`src/rtl/imem_boot_loader.sv`:
```
// Boot-time loader for the CPU instruction memory.
// Packs a valid/ready byte stream (LSB first) into 32-bit words, writes them
// to consecutive instruction-memory addresses from 0, and keeps the core in
// reset until RELEASE_DELAY cycles after the final write.
module imem_boot_loader #(
    parameter int DEPTH         = 256,
    parameter int ADDR_W        = $clog2(DEPTH),
    parameter int RELEASE_DELAY = 4
) (
    input  logic              clk,
    input  logic              reset_n,
    input  logic              start,
    input  logic              byte_valid,
    input  logic [7:0]        byte_data,
    input  logic              byte_last,
    output logic              byte_ready,
    output logic              imem_we,
    output logic [ADDR_W-1:0] imem_addr,
    output logic [31:0]       imem_wdata,
    output logic              core_rst_n,
    output logic              busy,
    output logic              done,
    output logic              error,
    output logic [ADDR_W:0]   words_loaded
);

    // Hold counter runs 0 .. RELEASE_DELAY-1.
    localparam int CNT_W = (RELEASE_DELAY > 1) ? $clog2(RELEASE_DELAY) : 1;
    localparam logic [CNT_W-1:0]  CNT_LAST  = CNT_W'(RELEASE_DELAY - 1);
    localparam logic [ADDR_W:0]   WORD_LAST = (ADDR_W + 1)'(DEPTH - 1);

    typedef enum logic [2:0] {
        S_IDLE,
        S_LOAD,
        S_HOLD,
        S_RUN,
        S_ERROR
    } state_t;

    state_t            state_q, state_d;
    logic [1:0]        byte_idx_q, byte_idx_d;
    logic [23:0]       pack_q, pack_d;
    logic [CNT_W-1:0]  hold_cnt_q, hold_cnt_d;
    logic [ADDR_W:0]   words_d;
    logic              we_d;
    logic [ADDR_W-1:0] addr_d;
    logic [31:0]       wdata_d;
    logic [31:0]       word_cur;

    // Next-state, packing and write-port decisions for the loader FSM.
    always_comb begin
        // NOTE: every signal gets a default first so no path leaves one unassigned, which would infer a latch.
        state_d    = state_q;
        byte_idx_d = byte_idx_q;
        pack_d     = pack_q;
        hold_cnt_d = hold_cnt_q;
        words_d    = words_loaded;
        we_d       = 1'b0;
        addr_d     = imem_addr;
        wdata_d    = imem_wdata;
        // Bytes already packed plus the incoming byte in its lane; upper lanes stay 0.
        word_cur   = {8'h00, pack_q} | ({24'h000000, byte_data} << {byte_idx_q, 3'b000});

        case (state_q)
            S_IDLE, S_RUN, S_ERROR: begin
                if (start) begin
                    state_d    = S_LOAD;
                    byte_idx_d = 2'd0;
                    pack_d     = 24'h000000;
                    words_d    = '0;
                    hold_cnt_d = '0;
                end
            end
            S_LOAD: begin
                if (byte_valid && byte_ready) begin
                    if (byte_idx_q == 2'd3 || byte_last) begin
                        we_d       = 1'b1;
                        addr_d     = words_loaded[ADDR_W-1:0];
                        wdata_d    = word_cur;
                        words_d    = words_loaded + (ADDR_W + 1)'(1);
                        byte_idx_d = 2'd0;
                        pack_d     = 24'h000000;
                        if (byte_last) begin
                            state_d    = S_HOLD;
                            hold_cnt_d = '0;
                        end else if (words_loaded == WORD_LAST) begin
                            // Memory full and the image has not ended.
                            state_d = S_ERROR;
                        end
                    end else begin
                        pack_d     = word_cur[23:0];
                        byte_idx_d = byte_idx_q + 2'd1;
                    end
                end
            end
            S_HOLD: begin
                if (hold_cnt_q == CNT_LAST) begin
                    state_d = S_RUN;
                end else begin
                    hold_cnt_d = hold_cnt_q + CNT_W'(1);
                end
            end
            default: state_d = S_IDLE;
        endcase
    end

    // State, datapath and registered outputs; async reset returns everything to IDLE.
    always_ff @(posedge clk or negedge reset_n) begin
        if (!reset_n) begin
            state_q      <= S_IDLE;
            byte_idx_q   <= 2'd0;
            pack_q       <= 24'h000000;
            hold_cnt_q   <= '0;
            words_loaded <= '0;
            imem_we      <= 1'b0;
            imem_addr    <= '0;
            imem_wdata   <= 32'h0000_0000;
            byte_ready   <= 1'b0;
            core_rst_n   <= 1'b0;
            busy         <= 1'b0;
            done         <= 1'b0;
            error        <= 1'b0;
        end else begin
            // NOTE: non-blocking assignments so every register samples pre-edge values, independent of statement order.
            state_q      <= state_d;
            byte_idx_q   <= byte_idx_d;
            pack_q       <= pack_d;
            hold_cnt_q   <= hold_cnt_d;
            words_loaded <= words_d;
            imem_we      <= we_d;
            imem_addr    <= addr_d;
            imem_wdata   <= wdata_d;
            byte_ready   <= (state_d == S_LOAD);
            core_rst_n   <= (state_d == S_RUN);
            busy         <= (state_d == S_LOAD) || (state_d == S_HOLD);
            done         <= (state_d == S_RUN);
            error        <= (state_d == S_ERROR);
        end
    end

endmodule

```
`config.mk`:
```
export PLATFORM = sky130hd
export DESIGN_NAME = imem_boot_loader
export DESIGN_NICKNAME = d
export VERILOG_FILES = /design/src/rtl/imem_boot_loader.sv
export SDC_FILE = /design/constraint.sdc
export NUM_CORES = 1
export LEC_CHECK = 0
export ABC_CLOCK_PERIOD_IN_PS = 6440
export CORE_UTILIZATION = 52
export CTS_CLUSTER_DIAMETER = 40
export DETAILED_ROUTE_END_ITERATION = 7
export PLACE_DENSITY = 0.8
export SYNTH_ARGS = -nofsm -noshare
export SYNTH_HDL_FRONTEND = slang
export SYNTH_SLANG_ARGS = --single-unit
export TNS_END_PERCENT = 100
```
`constraint.sdc`:
```
create_clock -name clk -period 6.44 [get_ports clk]
set_input_delay 0.644 -clock clk [delete_from_list [all_inputs] [get_ports clk]]
set_output_delay 0.644 -clock clk [all_outputs]
set_load 0.005 [all_outputs]
```
# --- Yosys cells after proc, flatten, opt, wreduce, memory -nomap -nowiden ---
# Cells that the tools add are included.
# W data, S select, Z words.
totals:
  reg_bits: 85
  in_bits: 13
  output_inout_bits: 55
classes:
  n_addsub: 3
  n_eq_ne: 16
  shifts: 1
  mux: 27
  bitwise_logic: 1
  n_reduce_logical: 11
ops:
  columns: ["cell", "n"]
  rows:
  - ["$mux W24", 3]
  - ["$pmux W24 S2", 1]
  - ["$or A24 B32 Y32", 1]
  - ["$shl A8 B5 Y32", 1]
  - ["$mux W9", 3]
  - ["$mux W3", 6]
  - ["$pmux W9 S2", 1]
  - ["$mux W2", 7]
  - ["$eq A3 B2 Y1 const B", 4]
  - ["$ne A2 B2 Y1 const B", 5]
  - ["$add A9 B1 Y9 const B", 1]
  - ["$eq A9 B8 Y1 const B", 1]
  - ["$pmux W3 S3", 1]
  - ["$eq A3 B1 Y1 const B", 2]
  - ["$eq A3 B3 Y1 const B", 2]
  - ["$pmux W2 S3", 1]
  - ["$reduce_and A3 Y1", 2]
  - ["$reduce_and A6 Y1", 1]
  - ["$add A2 B1 Y2 const B", 2]
  - ["$eq A2 B2 Y1 const B", 2]
  - ["$pmux W2 S2", 1]
  - ["$reduce_and A4 Y1", 1]
  - ["$logic_not A3 Y1", 1]
  - ["$mux W1", 3]
  - ["5 further kinds", 6]

# --- Depth between registers and ports, before layout ---
# Gate-level depths: netlist of the first run.
logic_depth:
  word_depth: 8
  mapped_depth: 9
  ltp_nobuf: 9

# --- Least setup slack after synthesis of the first run ---
# OpenSTA, ideal clock, no wires.
synth_path:
  kind: "register to register"
  from: "reg state_q[1]"
  to: "reg pack_q[15]"
  arrival_ns: 1.903
  required_time_ns: 6.303
  setup_slack_ns: 4.400
  path_stages_with_launch: 10
  path_buffers: 4
  synth_period_minus_slack_ns: 2.040
  cell_sequence: "dfrtp_1 -> buf_6 -> or3b_1 -> buf_2 -> or3_1 -> buf_2 -> inv_4 -> nor2_2 -> buf_2 -> o2bb2ai_1"
synth_via:
  elab_chain_cells: 4
  word_cells_on_any_way: 10
synth_lines:
  columns: ["element", "line_no", "text"]
  rows:
  - ["start, declared", "40", "state_t state_q, state_d;"]
  - ["start signal, assigned", "125", "state_q <= state_d;"]
  - ["$eq A3 B2 Y1 (tied with other cells)", "64", "case (state_q)"]
  - ["$reduce_or A3 Y1", "64", null]
  - ["$ne A2 B2 Y1 (no line) or $reduce_bool A2 Y1 (tied branches)", null, null]
  - ["$reduce_and A3 Y1 (no line)", null, null]
  - ["end signal, assigned", "127", "pack_q <= pack_d;"]
  - ["end, declared", "42", "logic [23:0] pack_q, pack_d;"]
# Parallel ways exist; a longest one is shown, timed or not.
# A chain may end at the register's enable or synchronous reset.

# --- Final worst setup path of the first run ---
layout_path:
  from: "reg byte_idx_q[0]"
  to: "reg words_loaded[1]"
layout_via:
  elab_chain_cells: 4
layout_lines:
  columns: ["element", "line_no", "text"]
  rows:
  - ["start, declared", "41", "logic [1:0] byte_idx_q, byte_idx_d;"]
  - ["start signal, assigned", "126", "byte_idx_q <= byte_idx_d;"]
  - ["$eq A2 B2 Y1", "76", "if (byte_idx_q == 2'd3 || byte_last) begin"]
  - ["$logic_or A1 B1 Y1", "76", null]
  - ["$ne A2 B2 Y1 (no line)", null, null]
  - ["$reduce_and A4 Y1 (no line)", null, null]
  - ["end signal, assigned", "129", "words_loaded <= words_d;"]
  - ["end, declared", "24", "output logic [ADDR_W:0] words_loaded"]
# Every way passes these cells.

==> results of run 1 <==
## layout make-up
class                      count  area, µm²  area share
inverter                       3      13.76    0.003076
sequential                    85       2127      0.4754
tap                           77      96.34     0.02153
multi-input combinational    240       1340      0.2995
clock buffer                  11      141.4     0.03160
timing repair buffer          69      683.2      0.1527
clock inverter                 4      72.57     0.01622
## metrics by stage
| step | utilization | cells | setup WS (ns) | instance area (µm²) | total power, µW |
|---|---|---|---|---|---|
| floorplan | - | 351 | 4.400 | 3596 | 1190 |
| finish | 0.6889 | 489 | 3.343 | 4474 | 1890 |
| CTS | 0.6889 | 489 | 3.371 | 4474 | 1900 |
| global route | 0.6889 | 489 | 3.058 | 4474 | 2018 |
| detailed placement | 0.6559 | 474 | 3.009 | 4260 | 1493 |
| global placement | 0.6559 | 474 | 3.126 | 4260 | 1468 |
## sequential cells by signal, indices dropped and copies added, names as in the netlist
| signal | cells |
|---|---|
| busy | 1 |
| byte_idx_q | 2 |
| byte_ready | 1 |
| done | 1 |
| error | 1 |
| hold_cnt_q | 2 |
| imem_addr | 8 |
| imem_wdata | 32 |
| imem_we | 1 |
| pack_q | 24 |
| state_q | 3 |
| words_loaded | 9 |
## Yosys cell counts
cell type | n | area (µm²)
nor2_2 | 1 | 6.260
buf_2 | 9 | 45.04
nor4_2 | 1 | 12.51
nor3_1 | 3 | 15.01
clkbuf_1 | 10 | 37.54
inv_4 | 1 | 6.260
nand4_1 | 2 | 12.51
or3b_2 | 1 | 8.760
or3_1 | 1 | 6.260
nand3_1 | 23 | 115.1
nor3b_1 | 2 | 15.01
dfrtp_1 | 85 | 2127
ha_1 | 4 | 50.05
o22ai_1 | 4 | 25.02
a21o_1 | 1 | 7.510
buf_1 | 1 | 3.750
nor2_1 | 11 | 41.29
nor2b_1 | 5 | 31.28
mux2_2 | 4 | 45.04
nand2_1 | 62 | 232.7
a22o_1 | 5 | 43.79
a21oi_1 | 29 | 145.1
nand2b_1 | 1 | 6.260
xor2_1 | 1 | 8.760
buf_6 | 2 | 22.52
o21ai_0 | 39 | 195.2
and3_1 | 4 | 25.02
o21a_1 | 2 | 15.01
o21ai_1 | 4 | 20.02
or3b_1 | 1 | 8.760
o2bb2ai_1 | 25 | 219.0
inv_1 | 2 | 7.510
buf_4 | 1 | 7.510
and2_1 | 1 | 6.260
and3b_1 | 1 | 8.760
nor4_1 | 2 | 12.51
## cell usage in the layout, fill, tap and decap left out, types with 10 or more instances in the layout
| cell type | Yosys | layout |
|---|---|---|
| dfrtp_1 | 85 | 85 |
| clkdlybuf4s50_1 | 0 | 66 |
| nand2_1 | 62 | 62 |
| o21ai_0 | 39 | 39 |
| a21oi_1 | 29 | 29 |
| o2bb2ai_1 | 25 | 25 |
| nand3_1 | 23 | 23 |
| nor2_1 | 11 | 11 |
| clkbuf_8 | 0 | 10 |
## cells by family after synthesis
kind of cell    share of synthesized area
flops                              0.5915
fa+ha+maj                         0.01392
simple gates                       0.1569
buf+inv                           0.03619
xor+xnor                         0.002436
mux                               0.01253
compound gates                     0.1865
## per-layer routing
| metal | vias to the layer above | part of all wire |
|---|---|---|
| met2 | 101 | 0.48 |
| met5 | - | 0 |
| met3 | 10 | 0.050 |
| met4 | 0 | 0.010 |
| met1 | 1371 | 0.46 |
| li1 | 1356 | - |
## final timing paths
kind | slack (ns) | cells past startpoint | from | end
min in group clk | 0.48 | 2 | imem_addr[6]$_DFFE_PN0P_ | imem_addr[6]$_DFFE_PN0P_
worst max-delay path | 3.34 | 7 | byte_idx_q[0]$_DFFE_PN0P_ | words_loaded[1]$_DFFE_PN0P_
worst max register to register | 3.34 | 7 | byte_idx_q[0]$_DFFE_PN0P_ | words_loaded[1]$_DFFE_PN0P_
worst min-delay path | 0.48 | 1 | reset_n | imem_wdata[19]$_DFFE_PN0P_
max in group asynchronous | 5.30 | 1 | reset_n | words_loaded[8]$_DFFE_PN0P_
worst min register to register | 0.48 | 2 | imem_addr[6]$_DFFE_PN0P_ | imem_addr[6]$_DFFE_PN0P_
## power breakdown
group	internal (µW)	switching [µW]	total [µW]
registers	695	132	827
logic	325	330	655
clock network	227	182	409
total	1250	643	1890
==> impl_results.md, run 1 <==
- Outcome: complete, no violations
- DP HPWL: 5154 µm
- Core box area: 6495 µm²
- Crit-path max cell delay: 0.86 ns
- Pre-antenna DRT Iters: 4
- Share of cells above drive strength 1: 0.06311
- Largest delay share family, worst path: simple AND/OR/NAND/NOR gates
- Max stage delay cell, worst path: nor2_2
- CP Class: reg2reg
- Fin crit share: 0.4809
- Clk sinks: 85
- # Post-CTS Setup Buffers: 0
- Setup violators final: 0
- Drt total wl: 7853 µm
- I/O pin total: 68
- Layout fillers: 514
- Met3 GRT Util: 0.03696
- RSZ-0062 raised after global routing: no
- Row Count: 29
- Syn Nets: 368
- Yosys reg bits: 85
- Clk root buf: clkbuf_8
- Die area: 7252 µm²
- Post-Route Setup TNS: 0 ns
- Clock-pin slew of the registers on the worst-case setup and hold paths: 0.08 ns
- Maxcap violations: 0
- Initial Utilization: 0.5537
- Pin count of the biggest net entering global routing: 89
- Fmax: 322.9 MHz
- Leak pwr: 0.001987 µW
- Part of the Yosys area used for sequential elements: 0.5915
- Worst Setup Start Kind: register
- DR iter-0 viols: 271
- H-tree depth: 3
- Fin. max-slew vios: 0
- Die Span Y: 85.16 µm
- Slew Limit Headroom: 0.3100
- Grt met2 use: 0.3710
- Final Hold Vio Count: 0
- CP Data Required Time: 6.73 ns
- WHS: 0.4776 ns
- WP data arrival: 3.38 ns
- Yosys cell types: 36
- Buffer levels on the longest clock path: 2
- Mean Syn Cell Area: 10.24 µm²
- Layout area overhead: 24.43%
- Critical path, cell by cell: ha_1 > nor2_1 > or3_2 > buf_4 > inv_4 > nor2_2 > a22o_1
- Vias per std cell: 5.804
- DRC Markers: 0
- Grt ovf: 0
- Cell Pwr Density: 422.4 nW/µm²
- CTS Buf Count: 9
- Ys Warns: 0
- Post-DRT Antenna Nets: 0
- Final nets: 425
- Worst-margin pin slew: 1.034 ns
- VDD IR max: 0.2501 mV
- Final Skew: 0.007125 ns
- Cell area after synthesis: 3596 µm²
- Grt peak-use layer: met2
- Met1 usage: 0.3256
- CP endpoint kind: register
- GRT Total Usage: 0.2334
- Vias: 2838
- CTS tree: yes
- Global-route wire length before repair: 13210 µm
- Initial antenna violation count: 0
- Number of global-route vias before repair: 2752
- Diode count: 0
- Min Clock Period, post-route: 3.097 ns
- Die extent in x: 85.16 µm
- CP Max Fanout: 88
- Post-Synthesis Cells: 351
- Resized cells post-CTS: 0
- IO Port Bufs: 67
- Final Wtd Congestion: 0.9120
- Hold_buf cts: 0
- Min-delay worst type: in2async
- CP bufs+invs: 2
- Routed wire per std cell: 16.06 µm
- Clk_lat worst skew: 0.35 ns
Note: power is estimated with default switching activity, not from simulation.
==> run 2, diff against run 1 <==
Settings changed: ABC_CLOCK_PERIOD_IN_PS 6440 to 2680, CORE_UTILIZATION 52 to 47, PLACE_DENSITY 0.8 to 0.76.
Clock period 6.44 ns to 2.68 ns, I/O delays scaled along.
==> run 2 against run 1 <==
  * Power up 140%
  * Via count is 0.14% lower
  * Sequential share of layout area fell by 0.67 points
  * Sequential cell count stayed put
  * Wire length is 1.8% higher
  * Non-clock buffer count increased by 4
  * Highest routed layer unchanged
  * Largest cell class unchanged
  * Sequential power grew 140%
  * Register-to-register slack worse by 3.1 ns
  * Fmax grew 26%
==> impl_results.md, run 2 (synthesized netlist as in run 1, its figures left out) <==
- Outcome: complete, no violations
- CTS Buf Count: 9 (unchanged)
- Number of global-route vias before repair: 2804 (+1.9%)
- Fin. max-slew vios: 0 (unchanged)
- CP Class: reg2reg
- Max reg flops: 32 (unchanged)
- R2r setup slk: 0.22 ns (-3.13 ns)
- DR iter-0 viols: 160 (-41%)
- Final Wtd Congestion: 0.8050 (-12%)
- Final instance area: 4538 µm² (+1.4%)
- Storage cell area: 2127 µm² (unchanged)
- Worst Setup Start Kind: register
- Resized cells post-CTS: 0 (unchanged)
- Maxcap violations: 0 (unchanged)
- Leak pwr: 0.002012 µW (+1.2%)
- Die extent in x: 89.47 µm (+5.1%)
- Min Clock Period, post-route: 2.465 ns (-0.6320 ns)
- Layout fillers: 616 (+20%)
- Pin count of the biggest net entering global routing: 88 (-1.1%)
- Core box area: 7331 µm² (+13%)
- CTS tree: yes
- Clk sinks: 85 (unchanged)
- Diode count: 0 (unchanged)
- Worst-margin pin slew: 1.082 ns (+0.04813 ns)
- RSZ-0062 raised after global routing: no
- DR top layer: met4
- Routed wire per std cell: 15.49 µm (-3.6%)
- VDD IR max: 0.6079 mV (+140%)
- Initial Utilization: 0.4905 (-0.06312)
- WP data arrival: 2.67 ns (-0.71 ns)
- Vias: 2834 (-0.14%)
- Final Skew: 0.006116 ns (-0.001009 ns)
- Buffer levels on the longest clock path: 2 (unchanged)
- Layout area overhead: 26.20%
- Clk root buf: clkbuf_8
- Cell Pwr Density: 1009 nW/µm² (+140%)
- Top flop regs: imem_wdata: 32 flops, pack_q: 24 flops, words_loaded: 9 flops
- Hold_buf cts: 0 (unchanged)
- Multi-input gate area: 1340 µm² (unchanged)
- M1 WL: 3611 µm (about the same)
- Commonest non-fill, non-tap cell in the layout: dfrtp_1
- Post-DRT Antenna Nets: 0 (unchanged)
- IO Port Bufs: 67 (unchanged)
- Pre-antenna DRT Iters: 4 (unchanged)
- I/O pin total: 68 (unchanged)
- DP HPWL: 5315 µm (+3.1%)
- Grt ovf: 0 (unchanged)
- # Post-CTS Setup Buffers: 0 (unchanged)
- Min-delay worst type: in2async
- DRC Markers: 0 (unchanged)
- Fmax: 405.7 MHz (+26%)
- Row Count: 31 (+6.9%)
- Post-DP Area: 4318 µm² (+1.4%)
- Vias per std cell: 5.492 (-5.4%)
- Slew Limit Headroom: 0.2779 (-0.03212)
- Drt total wl: 7992 µm (+1.8%)
- Share of cells above drive strength 1: 0.07674 (+0.01363)
- GRT Total Usage: 0.2218 (-0.01160)
- Clock-pin slew of the registers on the worst-case setup and hold paths: 0.09 ns (about the same)
- Most frequent cells in the layout: 85 x dfrtp_1, 66 x clkdlybuf4s50_1, 62 x nand2_1
- Die area: 8005 µm² (+10%)
- Global-route wire length before repair: 13230 µm (+0.16%)
- Fin crit share: 0.9197 (+0.4388)
- Clk_lat worst skew: 0.35 ns (about the same)
- Final nets: 429 (+0.94%)
- Setup violators final: 0 (unchanged)
- Initial antenna violation count: 0 (unchanged)
- Final Hold Vio Count: 0 (unchanged)
- CP endpoint kind: register
- Die Span Y: 89.47 µm (+5.1%)
- Reg with most FFs: imem_wdata
- Met2 WL: 3961 µm (+5.1%)
- Met3 wire len: 338 µm (-14%)
- H-tree depth: 3 (unchanged)
- Total power: 4579 µW (+140%)
- Post-Route Setup TNS: 0 ns (unchanged)
- CP Max Fanout: 87 (-1.1%)
- CP Data Required Time: 2.89 ns (-3.84 ns)
[run 2: power breakdown]
group | internal (µW) | switching (µW)
combinational | 817 | 852
clock | 510 | 450
sequential | 1670 | 278
[run 2: path summary, 6_finish.rpt]
kind                                              end                        from  cells after the start
max                            pack_q[18]$_DFFE_PN0P_        state_q[0]$_DFF_PN0_                      5
min                        imem_wdata[19]$_DFFE_PN0P_                     reset_n                      1
max reg2reg                    pack_q[18]$_DFFE_PN0P_        state_q[0]$_DFF_PN0_                      5
min reg2reg                imem_wdata[10]$_DFFE_PN0P_  imem_wdata[10]$_DFFE_PN0P_                      2
max in group asynchronous       pack_q[7]$_DFFE_PN0P_                     reset_n                      1
min in group clk           imem_wdata[10]$_DFFE_PN0P_  imem_wdata[10]$_DFFE_PN0P_                      2
[run 2: metal layers]
| metal | up-vias | track usage |
|---|---|---|
| met5 | - | 0 |
| met4 | 0 | 0.1025 |
| met3 | 10 | 0.03693 |
| met2 | 80 | 0.3747 |
| met1 | 1377 | 0.2803 |
| li1 | 1367 | - |
[run 2: critical path, cell delays in order, from the launching register on]
cell	delay, ns
dfrtp_1	0.52
or3b_1	0.50
or3_2	0.53
buf_4	0.37
nand3_1	0.26
o2bb2ai_1	0.10
[run 2: stage by stage]
stage / utilization / worst slack (ns) / cells / hold slack, ns
floorplan: - / 0.6405 / 351 / -0.02759
global placement: 0.5890 / 0.3265 / 500 / 0.4618
detailed placement: 0.5890 / 0.2307 / 500 / 0.4622
CTS: 0.6190 / 0.2339 / 516 / 0.1306
global route: 0.6190 / 0.07489 / 516 / 0.1832
finish: 0.6190 / 0.2153 / 516 / 0.09030
[run 2: area by class of cell]
class | instances | area share
Sequential cell | 85 | 0.4687
Inverter | 3 | 0.003033
Clock buffer | 12 | 0.03639
Clock inverter | 4 | 0.01213
Tap cell | 99 | 0.02730
Timing Repair Buffer | 73 | 0.1572
Multi-Input combinational cell | 240 | 0.2953
